## src/rtl/apb_intc_pkg.sv

```systemverilog
// Shared definitions for the APB interrupt controller: register map and
// address decode helper.
package apb_intc_pkg;

  localparam logic [3:0] INTC_STATUS = 4'h0;
  localparam logic [3:0] INTC_ENABLE = 4'h4;
  localparam logic [3:0] INTC_EDGE   = 4'h8;
  localparam logic [3:0] INTC_VECTOR = 4'hC;

  localparam int APB_DATA_W = 32;

  typedef enum logic [2:0] {
    REG_NONE,
    REG_STATUS,
    REG_ENABLE,
    REG_EDGE,
    REG_VECTOR
  } reg_sel_e;

  // Full 4-bit compare so that misaligned byte addresses read as unmapped.
  function automatic reg_sel_e decodeAddr(input logic [3:0] addr);
    reg_sel_e sel;
    case (addr)
      INTC_STATUS: sel = REG_STATUS;
      INTC_ENABLE: sel = REG_ENABLE;
      INTC_EDGE:   sel = REG_EDGE;
      INTC_VECTOR: sel = REG_VECTOR;
      default:     sel = REG_NONE;
    endcase
    return sel;
  endfunction

endpackage

```

## src/rtl/apb_intc_prio_enc.sv

```systemverilog
// Combinational priority encoder: lowest set request index wins, id is 0 when
// no request is set.
module apb_intc_prio_enc #(
  parameter int NUM_SRC = 8,
  parameter int ID_W    = 4
) (
  input  logic [NUM_SRC-1:0] req_i,
  output logic               valid_o,
  output logic [ID_W-1:0]    id_o
);

  // Scanning downward lets the lowest index overwrite any higher one.
  always_comb begin
    valid_o = |req_i;
    id_o    = '0;
    for (int i = NUM_SRC - 1; i >= 0; i--) begin
      if (req_i[i]) begin
        id_o = ID_W'(i);
      end
    end
  end

endmodule

```

## src/rtl/apb_intc.sv

```systemverilog
// APB interrupt controller: samples irq sources, latches level/edge pending
// bits, masks with ENABLE and drives a registered cpu_int plus a VECTOR register.
module apb_intc
  import apb_intc_pkg::*;
#(
  parameter int NUM_SRC = 8,
  parameter int ID_W    = 4
) (
  input  logic               apb_pclk_i,
  input  logic               apb_prst_i,
  input  logic               apb_psel_i,
  input  logic [3:0]         apb_paddr_i,
  input  logic               apb_pwrite_i,
  input  logic               apb_penable_i,
  input  logic [31:0]        apb_pwdata_i,
  output logic [31:0]        apb_prdata_o,
  input  logic [NUM_SRC-1:0] irq_src_i,
  output logic               cpu_int_o
);

  logic               wrEn;
  logic               rdEn;
  reg_sel_e           regSel;
  logic [NUM_SRC-1:0] wrBits;
  logic [NUM_SRC-1:0] riseDet;
  logic [NUM_SRC-1:0] statusClr;
  logic [NUM_SRC-1:0] maskedPend;
  logic               vecValid;
  logic [ID_W-1:0]    vecId;
  logic               unusedWdata;

  logic [NUM_SRC-1:0] srcSync_q;
  logic [NUM_SRC-1:0] srcDly_q;
  logic [NUM_SRC-1:0] pending_q,  pending_d;
  logic [NUM_SRC-1:0] enable_q,   enable_d;
  logic [NUM_SRC-1:0] edgeMode_q, edgeMode_d;
  logic               cpuInt_q,   cpuInt_d;

  assign wrEn        = apb_psel_i & apb_penable_i & apb_pwrite_i;
  assign rdEn        = apb_psel_i & apb_penable_i & ~apb_pwrite_i;
  assign regSel      = decodeAddr(apb_paddr_i);
  assign wrBits      = apb_pwdata_i[NUM_SRC-1:0];
  assign unusedWdata = ^apb_pwdata_i[APB_DATA_W-1:NUM_SRC];

  assign riseDet    = srcSync_q & ~srcDly_q;
  assign statusClr  = (wrEn && (regSel == REG_STATUS)) ? wrBits : '0;
  assign maskedPend = pending_q & enable_q;

  // Edge bits: rise is OR-ed in after the clear so a coincident edge is never lost.
  always_comb begin
    pending_d  = (edgeMode_q & ((pending_q & ~statusClr) | riseDet))
               | (~edgeMode_q & srcSync_q);
    enable_d   = enable_q;
    edgeMode_d = edgeMode_q;
    if (wrEn && (regSel == REG_ENABLE)) begin
      enable_d = wrBits;
    end
    if (wrEn && (regSel == REG_EDGE)) begin
      edgeMode_d = wrBits;
    end
    cpuInt_d = |maskedPend;
  end

  always_ff @(posedge apb_pclk_i) begin
    if (apb_prst_i) begin
      srcSync_q  <= '0;
      srcDly_q   <= '0;
      pending_q  <= '0;
      enable_q   <= '0;
      edgeMode_q <= '0;
      cpuInt_q   <= 1'b0;
    end else begin
      srcSync_q  <= irq_src_i;
      srcDly_q   <= srcSync_q;
      pending_q  <= pending_d;
      enable_q   <= enable_d;
      edgeMode_q <= edgeMode_d;
      cpuInt_q   <= cpuInt_d;
    end
  end

  apb_intc_prio_enc #(
    .NUM_SRC (NUM_SRC),
    .ID_W    (ID_W)
  ) u_prio_enc (
    .req_i   (maskedPend),
    .valid_o (vecValid),
    .id_o    (vecId)
  );

  // Read mux is combinational so there are no wait states on reads.
  always_comb begin
    apb_prdata_o = '0;
    if (rdEn) begin
      case (regSel)
        REG_STATUS: apb_prdata_o[NUM_SRC-1:0] = pending_q;
        REG_ENABLE: apb_prdata_o[NUM_SRC-1:0] = enable_q;
        REG_EDGE:   apb_prdata_o[NUM_SRC-1:0] = edgeMode_q;
        REG_VECTOR: begin
          apb_prdata_o[APB_DATA_W-1] = vecValid;
          apb_prdata_o[ID_W-1:0]     = vecId;
        end
        default: apb_prdata_o = '0;
      endcase
    end
  end

  assign cpu_int_o = cpuInt_q;

endmodule

```

## config.mk

```make
export PLATFORM = sky130hd
export DESIGN_NAME = apb_intc
export DESIGN_NICKNAME = d
export VERILOG_FILES = /design/src/rtl/apb_intc_pkg.sv /design/src/rtl/apb_intc_prio_enc.sv /design/src/rtl/apb_intc.sv
export SDC_FILE = /design/constraint.sdc
export NUM_CORES = 1
export LEC_CHECK = 0
export ABC_AREA = 1
export BUFFER_PORTS_ARGS = -buffer_cell sky130_fd_sc_hd__buf_2
export CAP_MARGIN = 30
export CORE_MARGIN = 2
export CORE_UTILIZATION = 50
export DETAILED_ROUTE_END_ITERATION = 8
export PLACE_DENSITY = 0.77
export SYNTH_ARGS = -nofsm -noshare
export SYNTH_HDL_FRONTEND = slang
export SYNTH_HIERARCHICAL = 1
export SYNTH_SLANG_ARGS = --single-unit
```

## constraint.sdc

```tcl
create_clock -name apb_pclk_i -period 1.39 [get_ports apb_pclk_i]
set_input_delay 0.139 -clock apb_pclk_i [delete_from_list [all_inputs] [get_ports apb_pclk_i]]
set_output_delay 0.139 -clock apb_pclk_i [all_outputs]
set_load 0.01 [all_outputs]
```

==> key figures <==
STA
  • Final hold slack: 40.0 ps
  • RSZ-0062 raised after global routing: true
  • Clock skew: 11.7 ps
  • Slew margin rel.: 66.5%
  • Final worst slack: -325 ps
  • Final Hold Viols: 0
  • Period utilization: 123%
  • Achievable Freq: 0.583 GHz
  • Worst-Margin Slew: 501 ps
  • Max Slew Vio Count: 0
  • Final setup viols: 5
  • Setup TNS: -1490 ps
  • Tmin final: 1720 ps

Routing
  • Drt pass-1 iters: 5
  • Routed wire per std cell: 10.5 microns
  • Initial DRC Count: 184
  • DRC Markers: 0
  • Vias post-DR: 2207
  • Antenna viol nets, final: 0
  • Final Routed Wirelength: 4970 microns
  • Vias/cell: 4.65

Critical path
  • Worst EP arrival: 1580 ps
  • Crit Path Category: flip-flop to output pin
  • Nature of the critical path startpoint: flip-flop
  • Worst R2R Path Depth: 12
  • CP Data Required Time: 1250 ps
  • CP Capture Type: output pin
  • Worst-path fanout max: 2

Outcome
  • Status: complete, but fails checks
  • Failing checks: negative setup slack

Yosys
  • FF+latch count, synth: 41
  • Post-synth design cell area: 2330 sq um
  • Sequential area share after synthesis: 35.2%
  • Synth area leaders: dfxtp_1 (35%), nand2_1 (16%), nor2_1 (11%)
  • Area leader, netlist: dfxtp_1
  • Top-count cell post-synth: nand2_1
  • Post-synth cell types: 24
  • Post-synth top cells: nand2_1 (101), nor2_1 (67), inv_1 (51)
  • Mapped Cells: 366
  • Syn_area_per_cell: 6.38 sq um
  • Top FF cell, synth: dfxtp_1
  • Number of synthesized flops with an enable pin: 0
  • Ys Warns: 6
  • Post-synth ARST share: 0%
  • Yosys top cell area share: 35.2%

Pwr
  • Reported net switching power: 0.000593 W
  • Part of the power in the clock network: 40.0%
  • Sw Share: 23.9%
  • Comb pwr share: 10.6%
  • Max IR drop VDD: 0.655 mV
  • PwrDens: 890 nW/um^2
  • Pint: 0.00188 W
  • Sequential share of power: 49.4%
  • Lkg Pwr: 1.56 nW

Finish
  • Core Util, Final: 63.1%
  • Fillers: 396
  • Multi-input logic area: 1190 sq um
  • Area delta synth->final: 19.3%
  • Register area: 828 sq um
  • Layout cell share with drive strength beyond 1: 23.4%
  • Fin area: 2780 sq um
  • Antenna fix cells: 0
  • Layout Nets: 471

Global routing
  • Antenna violations before repair: 0
  • First-pass GRT wire length: 8310 microns
  • Total Routing Usage GR: 20.2%
  • Largest net degree at the start of global routing: 33
  • Vias in the first global route: 1920
  • Congestion Overflow GR: 0

Floorplanning
  • Site Rows: 24
  • Io pins: 82
  • Die area: 5230 sq um
  • Initial core utilization: 52.9%
  • Die X: 72.3 microns
  • Die height: 72.3 microns
  • Area of the core: 4410 sq um

Placement
  • Dpl hpwl: 3470 microns
  • Post-Place Worst Slack: -45.0 ps
  • PortBufs: 34
  • Routability cong.: 0.834
  • DP Area: 2560 sq um

CTS
  • Worst-path clk slew: 80 ps
  • CTS H-tree depth: 2
  • Clock latency on the worst-skew pair: 300 ps
  • Root Driver: clkbuf_8
  • Clock Path Buffers: 2
  • Inserted Clock Buffers: 5
  • TritonCTS clock tree: yes
  • Clock sink count: 41

Job
  • MaxCap Viol Count: 0

Hold path
  • Min-Delay Path Depth: 3
  • Min-delay worst type: input port to flip-flop
[state kept, by name, summed over array words and instances (netlist names)]
| register | count |
|---|---|
| edgeMode_q | 8 |
| enable_q | 8 |
| pending_q | 8 |
| srcDly_q | 8 |
| srcSync_q | 8 |
| cpu_int_o | 1 |
[final timing paths]
| kind | startpoint | to | slack [ps] |
|---|---|---|---|
| setup / recovery | enable_q[6] | apb_prdata_o[0] | -330 |
| hold / removal | irq_src_i[6] | srcSync_q[6] | 40 |
| setup reg to reg | pending_q[7] | cpu_int_o | -280 |
| hold reg to reg | srcSync_q[0] | srcDly_q[0] | 420 |
[cells in the final DEF, fill, tap and decap left out, drive strengths merged]
master  synthesis  layout
conb            2      24
or2             1       1
nor3            2       2
a21oi           2       2
nand2         104     104
buf            30      59
inv            53      53
a31oi           1       1
bufinv          0       1
nand3          51      51
nand4           1       1
nor2           76      76
clkbuf          2       7
dfxtp          41      41
[power groups by stage]
stage | Sequential [W] | Combinational [W] | Clock (W)
after global routing | 0.00123 | 0.000296 | 0.00106
final | 0.00122 | 0.000262 | 0.000992
after floorplan | 0.00125 | 0.000210 | 0
after detailed placement | 0.00125 | 0.000256 | 0
after global placement | 0.00125 | 0.000253 | 0
after CTS | 0.00122 | 0.000260 | 0.00101
[cell type report]
| cell class | count | area share [%] |
|---|---|---|
| Multi-Input combinational cell | 262 | 42.8 |
| Sequential cell | 41 | 29.8 |
| Timing Repair Buffer | 59 | 13.8 |
| Clock buffer | 7 | 3.10 |
| Tap cell | 52 | 2.34 |
| Clock inverter | 1 | 1.08 |
| Inverter | 53 | 7.15 |
[layer usage]
layer / vias to the layer above / share of wire (%) / GRT usage [%]
li1: 1166 / - / -
met1: 939 / 44 / 25.9
met2: 91 / 46 / 33.3
met3: 11 / 7.9 / 4.58
met4: 0 / 1.2 / 7.34
met5: - / 0 / 0
[timing repair]
action | 4_1_cts | 5_1_grt
buffers inserted | 10 | 0
cloned | 0 | 0
resized for setup | 7 | 11
hold buffers | 0 | 0
pin swaps | 9 | 5
endpoints found under the setup margin | 4 | 5
[metrics by stage]
step / power, W / std cells
5_1_grt: 0.00258 / 475
4_1_cts: 0.00249 / 475
3_3_place_gp: 0.00150 / 457
6_report: 0.00248 / 475
3_5_place_dp: 0.00151 / 457
2_1_floorplan: 0.00146 / 388
[kinds of logic after synthesis]
kind of cell,share of synthesized area (%)
AO/OA/AOI/OAI,0.697
buffers and inverters,18.4
other,0.322
AND/OR/NAND/NOR,45.4
flip-flops,35.2
[critical path, stage by stage, from the launching register on]
cell,delay (ps)
dfxtp_2,330
nand2_2,80
inv_2,50
inv_2,40
nand2_1,50
nand2_1,50
nand2_1,40
nand2_1,50
nand2_1,60
a21oi_2,110
nand3_1,90
nand2_1,60
nor2_1,40
nor2_1,80
buf_2,140
No activity file was read; power rests on OpenSTA's default activity.
